File: src/rtl/seq_divider_pkg.sv
// Shared opcodes and datapath width used by the multiplier, the divider and the controller.
package seq_divider_pkg;

  localparam int        WIDTH = 32;
  localparam logic [5:0] MULTU = 6'd25;
  localparam logic [5:0] DIVU  = 6'd27;
  localparam logic [5:0] OUT   = 6'd63;

endpackage

File: src/rtl/seq_divider_div_step.sv
// One restoring shift-subtract iteration: shift {rem,quo} left, subtract divisor if it fits.
module div_step
  import seq_divider_pkg::*;
#(
  parameter int W = WIDTH
) (
  input  logic [W-1:0] rem,
  input  logic [W-1:0] quo,
  input  logic [W-1:0] divisor,
  output logic [W-1:0] rem_next,
  output logic [W-1:0] quo_next
);

  logic [W:0] shifted;
  logic [W:0] diff;
  logic       fits;

  // Keep the bit shifted out of rem so divisors above 2^(W-1) compare exactly.
  assign shifted = {rem, quo[W-1]};
  assign diff    = shifted - {1'b0, divisor};
  assign fits    = (shifted >= {1'b0, divisor});

  assign rem_next = fits ? diff[W-1:0] : shifted[W-1:0];
  assign quo_next = {quo[W-2:0], fits};

endmodule

File: src/rtl/seq_divider.sv
// Sequential unsigned divider, one quotient bit per clock; result {remainder, quotient}
// is held in a result register and copied to dataOut only on the OUT opcode.
module seq_divider #(
  parameter int         WIDTH = seq_divider_pkg::WIDTH,
  parameter logic [5:0] DIVU  = seq_divider_pkg::DIVU,
  parameter logic [5:0] OUT   = seq_divider_pkg::OUT
) (
  input  logic               clk,
  input  logic               reset,
  input  logic [WIDTH-1:0]   dataA,
  input  logic [WIDTH-1:0]   dataB,
  input  logic [5:0]         Signal,
  output logic [2*WIDTH-1:0] dataOut,
  output logic               busy,
  output logic               done,
  output logic               div_by_zero
);

  localparam int CW = $clog2(WIDTH + 1);

  typedef enum logic [1:0] {
    IDLE = 2'd0,
    RUN  = 2'd1,
    DONE = 2'd2
  } state_t;

  state_t             state, state_nx;
  logic [WIDTH-1:0]   b_q;
  logic [WIDTH-1:0]   rem_q;
  logic [WIDTH-1:0]   quo_q;
  logic [CW-1:0]      cnt_q;
  logic [2*WIDTH-1:0] result_q;
  logic [WIDTH-1:0]   rem_nx;
  logic [WIDTH-1:0]   quo_nx;
  logic               start;
  logic               last_step;

  div_step #(.W(WIDTH)) u_step (
    .rem      (rem_q),
    .quo      (quo_q),
    .divisor  (b_q),
    .rem_next (rem_nx),
    .quo_next (quo_nx)
  );

  assign start     = (state == IDLE) && (Signal == DIVU);
  assign last_step = (cnt_q == CW'(WIDTH - 1));

  always_ff @(posedge clk) begin
    if (reset) state <= IDLE;
    else       state <= state_nx;
  end

  always_comb begin
    state_nx = state;
    busy     = 1'b0;
    done     = 1'b0;
    case (state)
      IDLE: begin
        if (start) state_nx = (dataB == '0) ? DONE : RUN;
      end
      RUN: begin
        busy = 1'b1;
        if (last_step) state_nx = DONE;
      end
      DONE: begin
        done     = 1'b1;
        state_nx = IDLE;
      end
      default: state_nx = IDLE;
    endcase
  end

  always_ff @(posedge clk) begin
    if (reset) begin
      b_q         <= '0;
      rem_q       <= '0;
      quo_q       <= '0;
      cnt_q       <= '0;
      result_q    <= '0;
      dataOut     <= '0;
      div_by_zero <= 1'b0;
    end else begin
      // OUT reads the result register, so it never exposes an in-flight division.
      if (Signal == OUT) dataOut <= result_q;

      if (start) begin
        div_by_zero <= (dataB == '0);
        if (dataB == '0) begin
          result_q <= {dataA, {WIDTH{1'b1}}};
        end else begin
          b_q   <= dataB;
          rem_q <= '0;
          quo_q <= dataA;
          cnt_q <= '0;
        end
      end else if (state == RUN) begin
        rem_q <= rem_nx;
        quo_q <= quo_nx;
        cnt_q <= cnt_q + 1'b1;
        if (last_step) result_q <= {rem_nx, quo_nx};
      end
    end
  end

endmodule

File: config.mk
export PLATFORM = sky130hd
export DESIGN_NAME = seq_divider
export DESIGN_NICKNAME = d
export VERILOG_FILES = /design/src/rtl/seq_divider_pkg.sv /design/src/rtl/seq_divider_div_step.sv /design/src/rtl/seq_divider.sv
export SDC_FILE = /design/constraint.sdc
export NUM_CORES = 1
export LEC_CHECK = 0
export BUFFER_PORTS_ARGS = -buffer_cell sky130_fd_sc_hd__buf_2
export CAP_MARGIN = 30
export CORE_AREA = 8 8 161 163
export DETAILED_ROUTE_END_ITERATION = 10
export DIE_AREA = 0 0 169 171
export GPL_ROUTABILITY_DRIVEN = 0
export PLACE_DENSITY_LB_ADDON = 0.15
export SLEW_MARGIN = 20
export SYNTH_ARGS = -nofsm -noshare
export SYNTH_HDL_FRONTEND = slang
export SYNTH_HIERARCHICAL = 1
export SYNTH_SLANG_ARGS = --single-unit
File: constraint.sdc
create_clock -name clk -period 4.25 [get_ports clk]
set_clock_uncertainty 0.15 [all_clocks]
set_input_delay 0.425 -clock clk [delete_from_list [all_inputs] [get_ports clk]]
set_output_delay 0.425 -clock clk [all_outputs]
set_load 0.01 [all_outputs]
==> metrics.md <==
| Metric | Value |
|---|---|
| Seq/Total Area, Yosys | `36.9%` |
| Sw Ratio | `23.3%` |
| Layout Cells excl Fill | `1,873` |
| Post-Syn Nets | `1,603` |
| CP max stage cell | `o41ai_1` |
| Root buffer cell | `clkbuf_16` |
| Outcome | `completed` |
| Area leader, netlist | `dfxtp_1` |
| Overall Global Routing Usage | `22.2%` |
| Io pins | `139` |
| Total of max-cap violations | `0` |
| Internal | `3.84 mW` |
| Max-slew headroom | `35.4%` |
| Synth Area in Adders | `3.43%` |
| Antenna diodes | `0` |
| Avg Cell Area, Syn | `8.44 um2` |
| RSZ-0062 raised after global routing | `false` |
| Chip height | `171 um` |
| Synth Instances | `1,497` |
| CP Cell Sequence | `inv_1 -> ha_1 -> a21oi_2 -> a211oi_1 -> or3_4 -> nor4b_4 -> and2b_1 -> a31o_2 -> and3_1 -> o41ai_1 -> nand2_1 -> a311oi_1` |
| Hold buffer count at CTS | `0` |
| Hold crit path type | `in -> reg` |
| # Post-CTS Setup Buffers | `0` |
| Layout cell share with drive strength beyond 1 | `20.3%` |
| VDD IR max | `243 uV` |
| Initial DRC count | `861` |
| Max Slew Vio Count | `0` |
| Compound-cell area share of the yosys netlist | `21.3%` |
| Clock buffer depth | `3` |
| Synth area leaders | `dfxtp_1 (37%), nand2_1 (6.5%), a211oi_1 (4.3%)` |
| Ys flop type | `dfxtp_1` |
| # rows | `56` |
| Largest stage delay on the critical path | `0.47 ns` |
| Fin util | `60.7%` |
| Crit end category | `flop` |
| Share of the synthesized area in the top cell type | `36.9%` |
| Critical path arrival | `3.94 ns` |
| Wire length of the first global-routing pass | `53,400 um` |
| DR vias/cell | `5.73` |
| Starting Density | `54.3%` |
| Yosys warnings | `6` |
| Simple-gate share of the synthesized area | `23.3%` |
| DR vias | `10,737` |
| Pwr Total | `5.01 mW` |
| Vias in the first global route | `10,369` |
| Syn Std Cell Area | `12,600 um2` |
| Placed insts | `1,825` |
| Detailed Place HPWL | `23,300 um` |
| DR WL/cell | `17.6 um` |
| Detail Route Antenna Nets | `0` |
| Worst-margin pin slew | `0.969 ns` |
| CTS Sinks | `233` |
| Residual DRC count | `0` |
| Crit start category | `flop` |
| Port bufs | `138` |
| Leak pwr | `5.25 nW` |
| Count of different cell masters after synthesis | `65` |
| CP Max Fanout | `4` |
| Sum Neg Setup Slack | `0 ns` |
| Clk slew on worst S/H paths | `0.06 ns` |
| Layout overhead on the synthesized area | `11.8%` |
| Sw power | `1.17 mW` |
| Clock latency on the worst-skew pair | `0.52 ns` |
| Yosys reg bits | `233` |
| Crit path time final | `3.66 ns` |
| Largest family of logic cells by synthesized area | `simple AND/OR/NAND/NOR gates` |
| CP Class | `reg -> reg` |
| Synth Area in XOR/XNOR | `1.80%` |
| CTS tree | `done` |
| Setup violations, final | `0` |
| Combinational share of power | `8.8%` |
| Required time worst endpoint | `4.52 ns` |
| Die width | `169 um` |
| Clock Power Share | `47.2%` |
| Reg power frac | `44.0%` |
| Gr ovfl total | `0` |
| Largest net degree at the start of global routing | `173` |
| Power per cell area | `355 nW/um2` |
| Antenna violations before repair | `0` |
| Fmax achieved | `273 MHz` |
| Cts bufs inserted | `26` |
| Final Cycle Share | `86.2%` |
| Hold Fails Final Rpt | `0` |
| Async S/R FF share, synth | `0%` |
| Die area | `28,900 um2` |
| Routed wire length | `33,000 um` |
| Final Net Count | `1,640` |
| CORE AREA | `23,300 um2` |
| Multiplexer share of the synthesized area | `5.70%` |
| First-pass detailed-route iteration total | `7` |
| Post-synth EDFFs | `0` |
| H-tree depth | `1` |
| Post-cts resize count | `0` |
## synth_stat cells, types with 4 or more instances
library cell and instances:
mux2i_1 36, nand4_1 13, nand2b_1 66, inv_1 40, o21a_1 4, nand2_1 220
xnor2_1 18, clkbuf_1 97, nor2b_1 7, buf_4 36, nor4_1 35, xor2_1 8
buf_2 10, mux2_4 9, or3_1 5, nor3_1 7, buf_6 6, nor2_1 121
dfxtp_1 233, a211oi_2 29, buf_1 7, nor4_2 8, a31oi_1 7, o211ai_1 5
and3_1 5, nand3b_1 68, o21bai_1 36, mux2_2 20, a311oi_1 12, a21oi_1 94
a311oi_2 20, o21ai_0 48, a21o_1 10, nand3_1 10, a211oi_1 72, ha_1 33
## power by group through the flow
stage,combinational [mW],clock (mW),sequential [mW]
after global routing,0.471,2.51,2.21
after detailed placement,0.432,0,2.25
after CTS,0.434,2.41,2.21
after global placement,0.431,0,2.25
after floorplan,0.326,0,2.25
final,0.441,2.36,2.21
## cells by family after synthesis
kind of cell | after synthesis
xor+xnor | 26
flops | 233
simple gates | 580
buf+inv | 199
mux | 65
compound gates | 360
fa+ha+maj | 34
## path summary, 6_finish.rpt
kind	start	to	slack, ns	cells past startpoint
max	b_q[7]	result_q[63]	0.59	12
max reg2reg	b_q[7]	result_q[63]	0.59	12
min reg2reg	dataOut[22]	dataOut[22]	0.30	2
min	dataB[13]	b_q[13]	0.03	3
## metal layers
metal / track usage (%) / up-vias / wire, um
met5: 0 / - / 0
met4: 8.08 / 0 / 1020
met3: 2.79 / 67 / 1800
met2: 36.8 / 306 / 15000
met1: 29.2 / 5024 / 15100
li1: - / 5340 / -
## through the flow
stage	worst slack, ns	cell area [um2]	hold WS (ns)
floorplan	1.10	12600	0.269
global placement	0.660	13200	0.288
detailed placement	0.682	13200	0.293
CTS	0.645	14100	0.0114
global route	0.439	14100	0.0251
finish	0.585	14100	0.0269
## cells in the final DEF (no fill, tap or decap), types with 4 or more instances in the layout
| cell type | n |
|---|---|
| nand2b_1 | 65 |
| a311oi_2 | 20 |
| nor2b_1 | 7 |
| mux2i_1 | 36 |
| nor4_2 | 8 |
| clkbuf_16 | 27 |
| clkbuf_1 | 6 |
| o211ai_1 | 5 |
| dfxtp_1 | 233 |
| o21a_1 | 4 |
| a21o_1 | 10 |
| inv_1 | 40 |
| a21oi_1 | 93 |
| nand3_1 | 9 |
| o21bai_1 | 36 |
| nand3b_1 | 68 |
| xnor2_1 | 18 |
| mux2_4 | 9 |
| ha_1 | 33 |
| a211oi_1 | 72 |
| nor2_1 | 121 |
| and3_1 | 4 |
| nand2_1 | 220 |
| a311oi_1 | 12 |
| nor3_1 | 7 |
| buf_2 | 137 |
| mux2_2 | 20 |
| clkinv_2 | 5 |
| nor4_1 | 35 |
| bufinv_16 | 4 |
| a211oi_2 | 29 |
| o21ai_0 | 48 |
| buf_4 | 25 |
| a31oi_1 | 7 |
| xor2_1 | 8 |
| nand4_1 | 13 |
## registers in the layout, indices dropped and copies added (netlist names)
register / count
state: 2
cnt_q: 6
b_q: 32
rem_q: 32
div_by_zero: 1
quo_q: 32
result_q: 64
dataOut: 64
## worst max-delay path: cells and delay by family (launching register included)
kind	cells	cell delay, ns
compound gates	5	1.35
fa+ha+maj	1	0.33
buf+inv	1	0.05
flops	1	0.33
simple gates	5	1.37
## layout make-up
type                            instances  area (um2)
Multi-Input combinational cell       1065        7050
Timing Repair Buffer                  166         955
Inverter                               42         158
Tap cell                              319         399
Clock buffer                           35         726
Clock inverter                         13         178
Fill cell                            2159        9140
Sequential cell                       233        4660
Power figures use the tool's default switching activity.
